### src/rtl/mem_bus_arbiter.sv
// Shares the external memory bus between instruction fetch and load/store.
// Latency: request sampled in IDLE -> bus driven next cycle; valid >= 2 cycles after request.
// Backpressure: requests are held until their valid pulse; BACK_n stalls up to TIMEOUT cycles.
module mem_bus_arbiter #(
    parameter int BIT_WIDTH    = 32,
    parameter int MAX_D_STREAK = 4,
    parameter int TIMEOUT      = 255
) (
    input  logic                 clk,
    input  logic                 rst,

    input  logic                 i_req,
    input  logic [BIT_WIDTH-1:0] i_addr,
    output logic [BIT_WIDTH-1:0] i_rdata,
    output logic                 i_valid,

    input  logic                 d_req,
    input  logic                 d_we,
    input  logic [1:0]           d_size,
    input  logic [BIT_WIDTH-1:0] d_addr,
    input  logic [BIT_WIDTH-1:0] d_wdata,
    output logic [BIT_WIDTH-1:0] d_rdata,
    output logic                 d_valid,

    output logic                 err,

    output logic [BIT_WIDTH-1:0] BAD,
    output logic                 BREQ,
    output logic                 BWRITE,
    output logic [1:0]           BSIZE,
    output logic [BIT_WIDTH-1:0] BWDT,
    input  logic [BIT_WIDTH-1:0] BRDT,
    input  logic                 BACK_n
);

    localparam int STREAK_W = (MAX_D_STREAK < 1) ? 1 : $clog2(MAX_D_STREAK + 1);
    localparam int TMO_W    = (TIMEOUT < 2) ? 1 : $clog2(TIMEOUT + 1);

    localparam logic [STREAK_W-1:0] STREAK_MAX = STREAK_W'(MAX_D_STREAK);
    localparam logic [TMO_W-1:0]    TMO_LAST   = TMO_W'(TIMEOUT - 1);

    typedef enum logic [1:0] {
        IDLE = 2'd0,
        IBUS = 2'd1,
        DBUS = 2'd2
    } state_t;

    typedef struct packed {
        logic [BIT_WIDTH-1:0] addr;
        logic [1:0]           size;
        logic                 we;
        logic [BIT_WIDTH-1:0] wdata;
    } bus_req_t;

    state_t               state;
    state_t               state_nxt;
    logic [STREAK_W-1:0]  streak;
    logic [TMO_W-1:0]     tmo_cnt;

    logic                 grant_i;
    logic                 grant_d;
    logic                 ack_done;
    logic                 tmo_done;
    bus_req_t             req_sel;

    always_ff @(posedge clk) begin
        if (rst) begin
            state <= IDLE;
        end else begin
            state <= state_nxt;
        end
    end

    always_comb begin
        state_nxt = state;
        grant_i   = 1'b0;
        grant_d   = 1'b0;
        ack_done  = 1'b0;
        tmo_done  = 1'b0;
        req_sel   = '0;

        case (state)
            IDLE: begin
                // Data wins unless it has starved a waiting fetch for a full streak.
                if (d_req && (!i_req || (streak < STREAK_MAX))) begin
                    grant_d   = 1'b1;
                    state_nxt = DBUS;
                end else if (i_req) begin
                    grant_i   = 1'b1;
                    state_nxt = IBUS;
                end
            end
            IBUS, DBUS: begin
                if (!BACK_n) begin
                    ack_done  = 1'b1;
                    state_nxt = IDLE;
                end else if (tmo_cnt == TMO_LAST) begin
                    tmo_done  = 1'b1;
                    state_nxt = IDLE;
                end
            end
            default: begin
                state_nxt = IDLE;
            end
        endcase

        if (grant_d) begin
            req_sel.addr  = d_addr;
            req_sel.size  = d_size;
            req_sel.we    = d_we;
            req_sel.wdata = d_wdata;
        end else if (grant_i) begin
            req_sel.addr  = i_addr;
            req_sel.size  = 2'b00;
            req_sel.we    = 1'b0;
            req_sel.wdata = '0;
        end
    end

    always_ff @(posedge clk) begin
        if (rst) begin
            streak  <= '0;
            tmo_cnt <= '0;
            BAD     <= '0;
            BREQ    <= 1'b0;
            BWRITE  <= 1'b0;
            BSIZE   <= 2'b00;
            BWDT    <= '0;
            i_rdata <= '0;
            i_valid <= 1'b0;
            d_rdata <= '0;
            d_valid <= 1'b0;
            err     <= 1'b0;
        end else begin
            i_valid <= 1'b0;
            d_valid <= 1'b0;
            err     <= 1'b0;

            if (grant_i || grant_d) begin
                BAD     <= req_sel.addr;
                BSIZE   <= req_sel.size;
                BWRITE  <= req_sel.we;
                BWDT    <= req_sel.wdata;
                BREQ    <= 1'b1;
                tmo_cnt <= '0;
            end

            if (grant_i) begin
                streak <= '0;
            end else if (grant_d) begin
                if (!i_req) begin
                    streak <= '0;
                end else if (streak != STREAK_MAX) begin
                    streak <= streak + 1'b1;
                end
            end

            if ((state != IDLE) && BACK_n) begin
                tmo_cnt <= tmo_cnt + 1'b1;
            end

            if (ack_done || tmo_done) begin
                BREQ   <= 1'b0;
                BWRITE <= 1'b0;
                err    <= tmo_done;
                if (state == IBUS) begin
                    i_valid <= 1'b1;
                    i_rdata <= tmo_done ? '0 : BRDT;
                end else begin
                    d_valid <= 1'b1;
                    // Stores leave the last load result in place.
                    if (tmo_done) begin
                        d_rdata <= '0;
                    end else if (!BWRITE) begin
                        d_rdata <= BRDT;
                    end
                end
            end
        end
    end

endmodule

### config.mk
export PLATFORM = sky130hd
export DESIGN_NAME = mem_bus_arbiter
export DESIGN_NICKNAME = d
export VERILOG_FILES = /design/src/rtl/mem_bus_arbiter.sv
export SDC_FILE = /design/constraint.sdc
export NUM_CORES = 1
export LEC_CHECK = 0
export ABC_AREA = 1
export BUFFER_PORTS_ARGS = -buffer_cell sky130_fd_sc_hd__buf_2
export CAP_MARGIN = 10
export CORE_MARGIN = 3
export CORE_UTILIZATION = 45
export DETAILED_ROUTE_END_ITERATION = 8
export GPL_ROUTABILITY_DRIVEN = 0
export PLACE_DENSITY = 0.77
export SETUP_SLACK_MARGIN = 0.2
export SYNTH_ARGS = -nofsm -noshare
export SYNTH_HDL_FRONTEND = slang
export SYNTH_SLANG_ARGS = --single-unit
### constraint.sdc
create_clock -name clk -period 3.19 [get_ports clk]
set_input_delay 0.319 -clock clk [delete_from_list [all_inputs] [get_ports clk]]
set_output_delay 0.319 -clock clk [all_outputs]
set_load 0.005 [all_outputs]
; ---- Yosys cells after proc, flatten, opt, wreduce, memory -nomap -nowiden
; Cells that the tools add are included.
[op_classes]
eq_ne = 8
n_reduce_logical = 17
mux = 26
n_addsub = 2
magnitude_cmp = 1
n_bitwise = 2
[ops]
columns = cell, n
row1 = $mux 67, 2
row2 = $mux 32, 3
row3 = $mux 8, 2
row4 = $mux 1, 12
row5 = $ne 3x3->1 const B, 3
row6 = $add 8x1->8 const B, 1
row7 = $eq 8x8->1 const B, 1
row8 = $mux 2, 4
row9 = $reduce_or 2->1, 4
row10 = $mux 3, 2
row11 = $reduce_and 2->1, 3
row12 = $ne 2x1->1 const B, 2
row13 = $pmux 2 s2, 1
row14 = $reduce_bool 2->1, 2
row15 = $add 3x1->3 const B, 1
row16 = $logic_or 1x1->1, 3
row17 = $lt 3x3->1 const B, 1
row18 = $reduce_and 3->1, 1
row19 = $eq 2x1->1 const B, 1
row20 = $eq 2x2->1 const B, 1
row21 = $logic_and 1x1->1, 2
row22 = $logic_not 2->1, 1
row23 = $not 1->1, 2
row24 = $logic_not 1->1, 1
[word_totals]
in_bits = 136
ff_bits = 148

; ---- Logic depth before layout (Yosys ltp)
; Gate-level depths: netlist (run 1).
[depth]
depth_word = 8
ltp_mapped = 11
ltp_nobuf = 10

; ---- Least setup slack after synthesis (run 1)
; Ideal clock, no wire load.
[synth_timing]
path_type = register -> register
from = reg state[0]
to = reg d_rdata[10]
setup_ns = 0.113
stages_incl_launch_ff = 12
arrival_ns = 1.535
period_less_slack_ns = 1.648
t_required_ns = 3.077
slack_ns = 1.542
n_path_buf = 2
cell_sequence = dfxtp_1 -> inv_1 -> ha_1 -> nand2_1 -> inv_1 -> nand3_2 -> buf_6 -> a21oi_4 -> buf_6 -> nand3_1 -> nand2_1 -> nor2_1
[synth_via]
elab_chain_len = 5
elab_cells_between_ends = 10
cone_classes = eq/ne (3) / mux (3) / bitwise (1) / reduce/logical (3)
[synth_lines]
columns = element, line_no
row1 = from (decl), 55  ; state_t state;
row2 = from (signal assigned), 70  ; state <= state_nxt;
row3 = $eq 2x1->1 or $eq 2x2->1 (tied branches), "82, 166"
row4 = $reduce_or 2->1, 82  ; case (state)
row5 = $mux 1, 82
row6 = $ne 2x1->1 (no source line) or $logic_or 1x1->1 (tied branches), -
row7 = $reduce_and 3->1 (no source line), -
row8 = to (signal assigned), 131  ; d_rdata <= '0;
row9 = to (signal assigned), 173  ; d_rdata <= '0;
row10 = to (signal assigned), 175  ; d_rdata <= BRDT;
row11 = to (decl), 22  ; output logic [BIT_WIDTH-1:0] d_rdata,
; Parallel ways exist; a longest one is shown, timed or not.
; A chain may end at the register's enable or synchronous reset.

; ---- Final worst setup path (run 1)
[layout_timing]
from = reg state[0]
to = reg i_rdata[9]
[layout_via]
elab_chain_len = 5
elab_cells_between_ends = 8
cone_classes = eq/ne (2) / mux (3) / reduce/logical (3)
[layout_lines]
columns = element, line_no
row1 = $eq 2x1->1 or $eq 2x2->1 (tied branches), "82, 166"
row2 = $reduce_or 2->1, 82
row3 = $mux 1, 82
row4 = $logic_or 1x1->1, 162  ; if (ack_done || tmo_done) begin
row5 = $reduce_and 2->1 (no source line), -
row6 = to (signal assigned), 168  ; i_rdata <= tmo_done ? '0 : BRDT;
row7 = to (decl), 14  ; output logic [BIT_WIDTH-1:0] i_rdata,
; Parallel ways exist; a longest one is shown, timed or not.

==> summary.txt, run 1 <==
Run status
  – Status: finished, final reports clean

Yosys
  – Cell count after synthesis: a little over 800
  – Syn Std Cell Area: 6060 sq um
  – Total of warnings raised by yosys: 0
  – Count of flip-flops with a built-in enable after synthesis: 0
  – Post-synth net total: between 900 and 1,000
  – Top cell type by total area after synthesis: dfxtp_1
  – Synth unique cells: 32
  – Post-synthesis area per instance: around 7.5 sq um
  – Fraction of registers with async set or reset after synthesis: 0%
  – Top cell type's share of synthesized area: between 40% and 50%
  – Primary flip-flop cell chosen by synthesis mapping: dfxtp_1
  – Most instantiated cells after synthesis: 280 x nand2_1, 148 x dfxtp_1, 97 x nor2_1
  – Register bit total from synthesis: 148
  – Share of synthesized area occupied by flip-flops and latches: approximately half
  – Cell with the most instances after synthesis: nand2_1
  – Cells taking the most area after synthesis: dfxtp_1 49%, nand2_1 17%, nor2_1 6.0%

Global route
  – GR Overflow Total: 0
  – All-layer global routing usage: 23.6%
  – Global-route wire length before repair: ~28,000 um
  – Number of antenna violations at the first check in global routing: 1
  – Number of global-route vias before repair: 5,748
  – Maximum number of pins on one net before global-route repair: 87

Floorplan
  – Die boundary width: roughly 120 um
  – Total core area: 12,900 sq um
  – Num rows: 41
  – Die H: 122 um
  – Area enclosed by the die boundary: 14,900 sq um
  – I/O pin count: 271
  – Initial core utilization: 47.0%

Power and ir drop
  – Part of the power in registers: a little over two fifths
  – Net Sw Power: about 1.2 mW
  – Fraction of power consumed by the clock network: 44.1%
  – Net Sw Frac: 25.2%
  – Static power due to leakage: 3.91 nW
  – P per Cell Area: a little under 600 nW/um^2
  – Relative contribution of combinational cells to total power: between 10% and 20%
  – Peak supply drop: between 0.4 and 0.5 mV
  – Internal power of the cells: 3.56 mW

Clock network
  – Clock Sinks: 148
  – Clock input transition at the sequential cells of the worst setup and hold paths: about 60 ps
  – Clock tree root driver cell: clkbuf_16
  – CTS tree: done
  – Clock latency reported for the late side of the worst-skew pair: 430 ps
  – Number of buffers added for setup after CTS: 0
  – Hold bufs inserted after CTS: 0
  – Worst-case clock buffer depth: 2
  – Clock buffer count from CTS: 17
  – Number of gates resized after CTS: 0
  – Count of H-tree levels built during CTS: 4

Drt
  – Via Count: 6,066
  – DRT iter0 DRCs: 497
  – Detailed-route wire length: 17,900 um
  – Remaining design rule violation count: 0
  – Routed wl met3: 1750 um
  – Highest routing layer actually used: met4
  – Post-detailed-route count of antenna-violating nets: 0
  – Post-route met1 wirelength: about 7300 um
  – Mean number of vias per cell: 4.91
  – Met2 WL: around 8700 um
  – Initial DRT Pass Iterations: 7
  – WL per Instance: 14.5 um

STA
  – Setup repair after global routing missed its margin: false
  – Least-Margin Pin Slew: 951 ps
  – Final number of max-transition violations: 0
  – Setup skew after layout: 8.26 ps
  – Hold violation total from the final report: 0
  – Part of the cycle the worst path needs: just under 70%
  – Relative slew slack: 36.6%
  – Final total negative setup slack: 0 ps
  – Min Tclk post-route: 2180 ps
  – Peak Freq: 459 MHz
  – Final setup fails: 0
  – Setup slack after layout: 1010 ps

Critical path
  – Cell-by-cell trace of the critical path: inv_1 > ha_1 > nand2_1 > inv_1 > nand3_2 > buf_4 > nand2_1 > inv_1 > nand2_1 > a21oi_1
  – Required @ worst endpoint: 3530 ps
  – Critical path class: flop to flop
  – Critical Path Sink Type: flop
  – Peak fanout along the critical path: 54
  – Slowest cell delay on critical path: ~550 ps
  – Startpoint type of the worst setup path: flop
  – Worst path bufs/invs: 4
  – Worst EP arrival: 2520 ps
  – CP max-delay cell: buf_4
  – Crit path max-delay family: buffers and inverters

Place
  – Post-placement worst setup slack: 1030 ps
  – Count of input and output buffers: 270
  – Dpl cell area: roughly 7400 sq um
  – Detailed-placement wirelength estimate: 12,300 um

Layout
  – Layout Nets: 1,191
  – Proportion of layout cells with a drive suffix above 1: 32.4%
  – Area overhead of the layout relative to synthesis: 31.9%
  – Total area of sequential cells: 2960 sq um
  – Area used by multi-input combinational logic: between 2000 and 3000 sq um
  – Layout Utilization: 62.1%
  – Fillers: about 1,200
  – Post-route design area: between 7000 and 8000 sq um

Worst hold path
  – Type of the worst min-delay path: input pin to flop

Flow run
  – Maximum Capacitance Violations: 0
[power by group through the flow]
stage / Sequential, mW / Combinational (mW) / Clock, mW
floorplan: 2.08 / 0.350 / 0
global placement: 2.06 / 0.625 / 0
detailed placement: 2.06 / 0.631 / 0
CTS: 2.03 / 0.633 / 2.12
global route: 2.04 / 0.709 / 2.19
finish: 2.03 / 0.629 / 2.10
[through the flow]
stage	power, mW	hold WS, ps	cells
floorplan	2.43	440	805
global placement	2.69	445	1202
detailed placement	2.70	449	1202
CTS	4.79	126	1234
global route	4.94	133	1235
finish	4.76	142	1235
[layer usage]
metal | vias up | track usage, %
li1 | 3070 | -
met1 | 2737 | 28.8
met2 | 246 | 38.9
met3 | 13 | 8.64
met4 | 0 | 7.28
met5 | - | 0
[sequential cells by signal, summed over array words and instances, names as in the netlist, 2 cells and up]
name	count
i_rdata	32
BAD	32
BSIZE	2
BWDT	32
state	2
d_rdata	32
streak	3
tmo_cnt	8
[layout by cell type, fill, tap and decap left out, drive strengths merged]
| master | count |
|---|---|
| nor2 | 101 |
| nor3 | 1 |
| nand2 | 285 |
| nand3 | 40 |
| nand3b | 1 |
| diode | 1 |
| buf | 279 |
| dfxtp | 148 |
| a211oi | 1 |
| nand4 | 1 |
| or2 | 2 |
| inv | 26 |
| clkinv | 4 |
| ha | 6 |
| o21ai | 23 |
| bufinv | 3 |
| a21boi | 1 |
| clkbuf | 24 |
| a31oi | 32 |
| a21oi | 78 |
| xor2 | 4 |
| o21bai | 1 |
| clkinvlp | 1 |
[path summary, 6_finish.rpt]
check	from	end	slack [ps]	cells past startpoint
setup / recovery	state[0]	i_rdata[9]	1010	10
hold / removal	d_wdata[27]	BWDT[27]	140	3
setup reg to reg	state[0]	i_rdata[9]	1010	10
hold reg to reg	i_rdata[26]	i_rdata[26]	460	2
[final cells by class]
cell class                      instances  area share (%)
Sequential cell                       148            37.1
Multi-Input combinational cell        577            33.4
Timing Repair Buffer                  279            17.8
Clock buffer                           24            6.28
Tap cell                              172            2.69
Clock inverter                          8            1.52
Inverter                               26            1.22
Antenna cell                            1          0.0313
[logic make-up after synthesis]
family / Yosys count / synth area share (%)
xor+xnor: 4 / 0.578
compound gates: 136 / 13.5
simple gates: 431 / 28.8
fa+ha+maj: 6 / 1.24
buf+inv: 80 / 6.98
flops: 148 / 48.9
[tightest hold or removal path, stage by stage]
cell and delay, ps:
buf_2 90, nand2_1 50, a21oi_1 50
Note: power is estimated with default switching activity, not from simulation.
==> inputs of run 2 (changes only) <==
--- a/config.mk
+++ b/config.mk
@@ -5,14 +5,14 @@
 export SDC_FILE = /design/constraint.sdc
 export NUM_CORES = 1
 export LEC_CHECK = 0
-export ABC_AREA = 1
+export ABC_AREA = 0
 export BUFFER_PORTS_ARGS = -buffer_cell sky130_fd_sc_hd__buf_2
 export CAP_MARGIN = 10
 export CORE_MARGIN = 3
 export CORE_UTILIZATION = 45
 export DETAILED_ROUTE_END_ITERATION = 8
 export GPL_ROUTABILITY_DRIVEN = 0
-export PLACE_DENSITY = 0.77
+export PLACE_DENSITY = 0.8
 export SETUP_SLACK_MARGIN = 0.2
 export SYNTH_ARGS = -nofsm -noshare
 export SYNTH_HDL_FRONTEND = slang
==> constraint.sdc (replaced) <==
create_clock -name clk -period 2.3 [get_ports clk]
set_input_delay 0.23 -clock clk [delete_from_list [all_inputs] [get_ports clk]]
set_output_delay 0.23 -clock clk [all_outputs]
set_load 0.005 [all_outputs]
==> run 2 against run 1 <==
  * Total power rose by 34%
  * Critical path depth fell by 4
  * Hold slack got worse by 85 ps
  * Clock skew fell by 3.3 ps
  * Clock power rose by 32%
  * Maximum frequency rose by 15%
  * Die area fell by 14%
  * Core utilization rose by 3.1 points
  * Via count fell by 17%
  * Largest cell class unchanged
  * Sequential cell count did not move
  * Sequential power rose by 38%
==> summary.txt, run 2 <==
STA
  – Setup repair after global routing missed its margin: false
  – Setup skew after layout: 4.99 ps
  – Relative slew slack: 22.5%
  – Final total negative setup slack: 0 ps
  – Hold violation total from the final report: 0
  – Final number of max-transition violations: 0
  – Part of the cycle the worst path needs: 82.4%
  – Peak Freq: 528 MHz
  – Least-Margin Pin Slew: around 1200 ps
  – Final setup fails: 0
  – Min Tclk post-route: about 1900 ps

Critical path
  – Required @ worst endpoint: between 2000 and 3000 ps
  – Startpoint type of the worst setup path: flop
  – Critical path class: flop to flop
  – Slack of the worst reg-to-reg path: 410 ps
  – Crit path max-delay family: compound AO/OA/AOI/OAI gates
  – Critical Path Sink Type: flop
  – Worst flop-to-flop path startpoint: state[0]
  – Reg2Reg Depth: 6
  – Peak fanout along the critical path: 46
  – CP max-delay cell: o21ai_4
  – Worst path bufs/invs: 2
  – Cell-by-cell trace of the critical path: inv_1 > ha_1 > o21ai_4 > buf_4 > a22oi_1 > nor2_1
  – Crit Reg-Reg Endpoint: BWDT[15]
  – Slowest cell delay on critical path: 450 ps
  – Worst EP arrival: 2240 ps

Worst hold path
  – WHS Path Cells: 3
  – Type of the worst min-delay path: input pin to flop
  – End point of the most critical hold path: BAD[11]
  – Launch point of the worst hold path: d_addr[11]

Drt
  – DRT iter0 DRCs: between 500 and 600
  – Mean number of vias per cell: 5.66
  – Remaining design rule violation count: 0
  – WL per Instance: approximately 18 um
  – Detailed-route wire length: between 15,000 and 20,000 um
  – Via Count: 5,028
  – Post-detailed-route count of antenna-violating nets: 0
  – Initial DRT Pass Iterations: 8

Layout
  – Post-layout instance count excluding filler cells: 889
  – Commonest non-fill, non-tap cell in the layout: buf_2
  – Area overhead of the layout relative to synthesis: 38.4%
  – Fillers: about 860
  – Layout Nets: 874
  – Proportion of layout cells with a drive suffix above 1: a little over two fifths
  – Commonest non-fill, non-tap cells in the layout: 270 x buf_2, 148 x dfxtp_1, 79 x nor2_1, 64 x a22o_1, 37 x a22oi_1

Yosys
  – Main combinational cell family by area after synthesis: compound AO/OA/AOI/OAI gates
  – Share of synthesized area occupied by flip-flops and latches: 57.1%
  – Cell with the most instances after synthesis: dfxtp_1
  – Register bit total from synthesis: 148
  – Top cell type by total area after synthesis: dfxtp_1
  – Most instantiated cells after synthesis: 148 x dfxtp_1, 79 x nor2_1, 64 x a22o_1
  – Syn Std Cell Area: 5190 sq um
  – Primary flip-flop cell chosen by synthesis mapping: dfxtp_1
  – Basic-gate share of the synthesized area counting and, or, nand and nor cells: 9.67%
  – Post-synthesis area per instance: 10.9 sq um
  – Top cell type's share of synthesized area: 57.1%
  – Fraction of registers with async set or reset after synthesis: 0%
  – Adder and majority gate portion of the synthesized area: 1.45%
  – Cell count after synthesis: 477
  – Compound-Gate Fraction of Synth Area: 26.0%
  – Xor and xnor area share after synthesis: 0.507%
  – Cells taking the most area after synthesis: dfxtp_1 57%, a22o_1 11%, a222oi_1 6.2%
  – Post-synth net total: 619
  – Synth unique cells: 39
  – Total of warnings raised by yosys: 0
  – Proportion of synthesized area in mux cells: 0%
  – Count of flip-flops with a built-in enable after synthesis: 0

Place
  – Detailed-placement wirelength estimate: 11,400 um
  – Cell count after placement: 853
  – Count of input and output buffers: 270

Floorplan
  – I/O pin count: between 200 and 300
  – Initial core utilization: between 40 and 50%
  – Area enclosed by the die boundary: around 13,000 sq um
  – Num rows: 38
  – Total core area: ~11,000 sq um
  – Die H: 113 um
  – Die boundary width: around 110 um

Power and ir drop
  – Static power due to leakage: between 3 and 4 nW
  – Peak supply drop: 0.623 mV
  – P per Cell Area: 889 nW/um^2

Clock network
  – Count of H-tree levels built during CTS: 4
  – CTS tree: done
  – Clock buffer count from CTS: 17
  – Hold bufs inserted after CTS: 0
  – Clock Sinks: 148
  – Number of gates resized after CTS: 0
  – Number of buffers added for setup after CTS: 0
  – Clock input transition at the sequential cells of the worst setup and hold paths: 60 ps
  – Clock tree root driver cell: clkbuf_16
  – Clock latency reported for the late side of the worst-skew pair: roughly 400 ps
  – Worst-case clock buffer depth: 2

Flow run
  – Maximum Capacitance Violations: 0

Global route
  – Global-route wire length before repair: 24,400 um
  – GR Overflow Total: 0
  – Number of antenna violations at the first check in global routing: 4
  – Maximum number of pins on one net before global-route repair: 69
  – All-layer global routing usage: 23.9%
  – Number of global-route vias before repair: 4,889

Run status
  – Status: finished, final reports clean
-- run 2: cell count changes after synthesis, moves of 17 or more --
cell      previous run  this run
a22o_1               0        64
a22oi_1              0        37
inv_1               24         7
a21oi_1             59         8
nand2_1            280         9
a21oi_2             18         0
a222oi_1             0        32
nand3_1             38         3
a31oi_1             32         2
nor2_1              97        79
-- run 2: layer usage --
| metal | vias up | GRT usage, % | routed length, um |
|---|---|---|---|
| li1 | 2314 | - | - |
| met1 | 2409 | 27.0 | 6160 |
| met2 | 283 | 39.6 | 7910 |
| met3 | 22 | 9.41 | 1630 |
| met4 | 0 | 11.2 | 310 |
| met5 | - | 0 | 0 |
-- run 2: logic make-up after synthesis --
kind of cell               Yosys count
and+or+nand+nor                    112
DFF                                148
buffers and inverters               49
xor gates and xnor gates             3
adders and majority gates            6
AOI/OAI and AO/OA                  159
-- run 2: power breakdown --
group	total [mW]	internal (mW)	leakage [nW]	switching [mW]
combinational	0.810	0.365	1.97	0.445
sequential	2.80	2.72	1.21	0.0855
clock	2.77	1.77	0.296	1.00
total	6.38	4.85	3.47	1.53
-- run 2: how the worst max path moves through the flow --
stage          startpoint        to  slack, ps  depth (start not counted)
6_report         state[0]  BWDT[15]        410                          6
3_5_place_dp        d_req  BWDT[15]        290                          5
2_1_floorplan    state[0]  BWDT[13]        720                          9
3_3_place_gp        d_req  BWDT[15]        410                          5
4_1_cts          state[0]  BWDT[15]        420                          6
5_1_grt          state[0]  BWDT[18]        240                          6
-- run 2: stage by stage --
step	setup slack, ps	hold slack, ps	power [mW]	utilization, %	cell area (sq um)
floorplan	717	363	3.30	-	5190
global placement	406	450	3.62	59.5	6560
detailed placement	294	451	3.66	59.5	6560
CTS	418	37.9	6.44	65.0	7170
global route	244	41.6	6.64	65.1	7180
finish	405	57.4	6.38	65.1	7180
-- run 2: worst min-delay path, cell delays in order --
cell and delay (ps):
buf_2 70, a222oi_1 50, nor2_1 80
-- run 2: final cells by class --
cell class | count | area [sq um] | area share, %
Antenna cell | 4 | 10.0 | 0.139
Clock buffer | 25 | 515 | 7.18
Clock inverter | 7 | 93.8 | 1.31
Inverter | 7 | 26.3 | 0.366
Multi-Input combinational cell | 280 | 1970 | 27.5
Sequential cell | 148 | 2960 | 41.3
Tap cell | 140 | 175 | 2.44
Timing Repair Buffer | 278 | 1420 | 19.8
==> inputs of run 3 (changes only) <==
--- a/config.mk
+++ b/config.mk
@@ -5,14 +5,14 @@
 export SDC_FILE = /design/constraint.sdc
 export NUM_CORES = 1
 export LEC_CHECK = 0
-export ABC_AREA = 0
+export ABC_AREA = 1
 export BUFFER_PORTS_ARGS = -buffer_cell sky130_fd_sc_hd__buf_2
 export CAP_MARGIN = 10
 export CORE_MARGIN = 3
 export CORE_UTILIZATION = 45
 export DETAILED_ROUTE_END_ITERATION = 8
 export GPL_ROUTABILITY_DRIVEN = 0
-export PLACE_DENSITY = 0.8
+export PLACE_DENSITY = 0.77
 export SETUP_SLACK_MARGIN = 0.2
 export SYNTH_ARGS = -nofsm -noshare
 export SYNTH_HDL_FRONTEND = slang
==> constraint.sdc (replaced) <==
create_clock -name clk -period 1.8 [get_ports clk]
set_input_delay 0.18 -clock clk [delete_from_list [all_inputs] [get_ports clk]]
set_output_delay 0.18 -clock clk [all_outputs]
set_load 0.005 [all_outputs]
==> run 3 against run 2 <==
  * Critical path depth up 6
  * Clock-buffer cell count is 3 lower
  * Via count grew 32%
  * Cell count grew 45%
  * Final area up 26%
  * Critical path type unchanged
  * Critical endpoint is now d_rdata[29]
==> summary.txt, run 3 (same netlist as run 1, synthesis figures left out) <==
Worst hold path
  – Type of the worst min-delay path: input pin to flop

Drt
  – WL per Instance: 16.4 um
  – Mean number of vias per cell: 5.15
  – Detailed-route wire length: 21,100 um
  – Initial DRT Pass Iterations: 7
  – Remaining design rule violation count: 0
  – Via Count: 6,633
  – DRT iter0 DRCs: a little under 800
  – Post-detailed-route count of antenna-violating nets: 0

Layout
  – Area overhead of the layout relative to synthesis: 49.0%
  – Commonest non-fill, non-tap cell in the layout: nand2_1
  – Layout Nets: 1,245
  – Layout Utilization: 70.1%
  – Proportion of layout cells with a drive suffix above 1: 37.0%
  – Post-route design area: 9030 sq um
  – Commonest non-fill, non-tap cells in the layout: 274 x nand2_1, 270 x buf_2, 144 x dfxtp_1, 80 x nor2_1, 57 x a21oi_1

Global route
  – Number of global-route vias before repair: 6,196
  – Global-route wire length before repair: 31,100 um
  – GR Overflow Total: 0
  – All-layer global routing usage: 26.6%
  – Number of antenna violations at the first check in global routing: 1
  – Maximum number of pins on one net before global-route repair: 87

Critical path
  – CP max-delay cell: dfxtp_2
  – Slowest cell delay on critical path: 330 ps
  – Worst EP arrival: 2070 ps
  – Startpoint of the worst setup timing path: state[1]
  – Required @ worst endpoint: 2120 ps
  – Worst flop-to-flop path startpoint: state[1]
  – Crit Reg-Reg Endpoint: d_rdata[29]
  – Worst Setup EP: d_rdata[29]
  – Critical path class: flop to flop
  – Slack of the worst reg-to-reg path: around 57 ps
  – Critical Path Sink Type: flop
  – Reg2Reg Depth: 12
  – Peak fanout along the critical path: 8
  – Startpoint type of the worst setup path: flop
  – Worst path most repeated cell: inv_2
  – Cell-by-cell trace of the critical path: inv_2 > ha_4 > nand2_2 > inv_2 > nand3_4 > buf_4 > a21oi_4 > buf_12 > clkbuf_16 > nand3_1 > nand2_1 > nor2_1

STA
  – Final total negative setup slack: 0 ps
  – Peak Freq: about 570 MHz
  – Part of the cycle the worst path needs: between 90% and 100%
  – Final number of max-transition violations: 0
  – Hold violation total from the final report: 0
  – Final setup fails: 0
  – Min Tclk post-route: 1740 ps
  – Least-Margin Pin Slew: 406 ps
  – Relative slew slack: 72.9%
  – Setup repair after global routing missed its margin: true
  – Post-Route Hold Slack: 13.7 ps
  – Setup skew after layout: ~11 ps

Run status
  – Status: finished, final reports clean

Clock network
  – Count of H-tree levels built during CTS: 4
  – Clock tree root driver cell: clkbuf_16
  – CTS tree: done
  – Clock input transition at the sequential cells of the worst setup and hold paths: ~60 ps
  – Clock latency reported for the late side of the worst-skew pair: 430 ps
  – Clock Sinks: between 100 and 150
  – Clock buffer count from CTS: 17
  – Worst-case clock buffer depth: 2

Power and ir drop
  – Static power due to leakage: 4.37 nW
  – Peak supply drop: 0.836 mV
  – P per Cell Area: 985 nW/um^2

Floorplan
  – Initial core utilization: around 47%
  – Die boundary width: approximately 120 um
  – Area enclosed by the die boundary: 14,900 sq um
  – Total core area: 12,900 sq um
  – I/O pin count: 271
  – Num rows: 41
  – Die H: 122 um

Flow run
  – Maximum Capacitance Violations: 0

Place
  – Count of input and output buffers: 270
  – Dpl cell area: 7560 sq um
  – Detailed-placement wirelength estimate: 12,600 um
-- run 3: cell count changes in the layout (fill, tap and decap cells not counted), moves of 11 or more --
cell	previous run	this run
dlygate4sd3_1	0	21
nand2_1	9	274
nand3_1	3	38
inv_1	7	19
a22oi_1	37	0
nor2_2	0	12
a222oi_1	32	0
o21ai_0	2	15
a31oi_1	2	32
a22o_1	64	0
a21oi_2	1	18
a21oi_1	7	57
buf_12	1	12
-- run 3: power by group --
part,switching [mW],internal [mW],total [mW]
combinational,0.781,0.690,1.47
sequential,0.125,3.49,3.61
clock,1.35,2.45,3.80
-- run 3: repair_timing --
item	4_1_cts	5_1_grt
endpoints found under the setup margin	62	96
buffers inserted	12	4
gates cloned	6	5
hold buffers	21	0
pin swaps	31	11
endpoints found under the hold margin	21	0
gates resized for setup	42	19
-- run 3: metal layers --
layer	share of wire, %	vias to the layer above	global-route usage, %
met2	50	398	44.4
met1	37	2984	30.9
met3	10	68	8.40
li1	-	3183	-
met4	3.5	0	13.1
met5	0	-	0
-- run 3: how the worst min path moves through the flow --
| stage | start | end | slack (ps) | depth (start not counted) |
|---|---|---|---|---|
| 3_5_place_dp | d_wdata[4] | BWDT[4] | 440 | 3 |
| 3_3_place_gp | d_wdata[29] | BWDT[29] | 430 | 3 |
| 6_report | d_wdata[26] | BWDT[26] | 10 | 3 |
| 4_1_cts | d_wdata[11] | BWDT[11] | 0.5 | 3 |
| 2_1_floorplan | BRDT[10] | i_rdata[10] | 320 | 2 |
| 5_1_grt | d_wdata[26] | BWDT[26] | 5 | 3 |
-- run 3: through the flow --
| stage | power, mW | cells | setup slack [ps] |
|---|---|---|---|
| after floorplan | 4.31 | 805 | 202 |
| after global placement | 4.83 | 1208 | 160 |
| after detailed placement | 4.85 | 1208 | 89.4 |
| after CTS | 8.76 | 1278 | 126 |
| after global routing | 9.23 | 1288 | -22.1 |
| final | 8.89 | 1288 | 56.8 |
-- run 3: final cells by class --
class,instances,area [sq um]
Fill cell,995,3850
Sequential cell,148,2970
Multi-Input combinational cell,577,2830
Timing Repair Buffer,333,2270
Clock buffer,22,484
Tap cell,172,215
Clock inverter,9,150
Inverter,26,100
Antenna cell,1,2.50
-- run 3: worst max-delay path, delay by kind of cell, from the launching register on --
kind	cells	cell delay, ps
buffers and inverters	5	560
flip-flops	1	330
AND/OR/NAND/NOR	5	330
adder cells (fa/ha/maj)	1	260
AO/OA/AOI/OAI	1	130
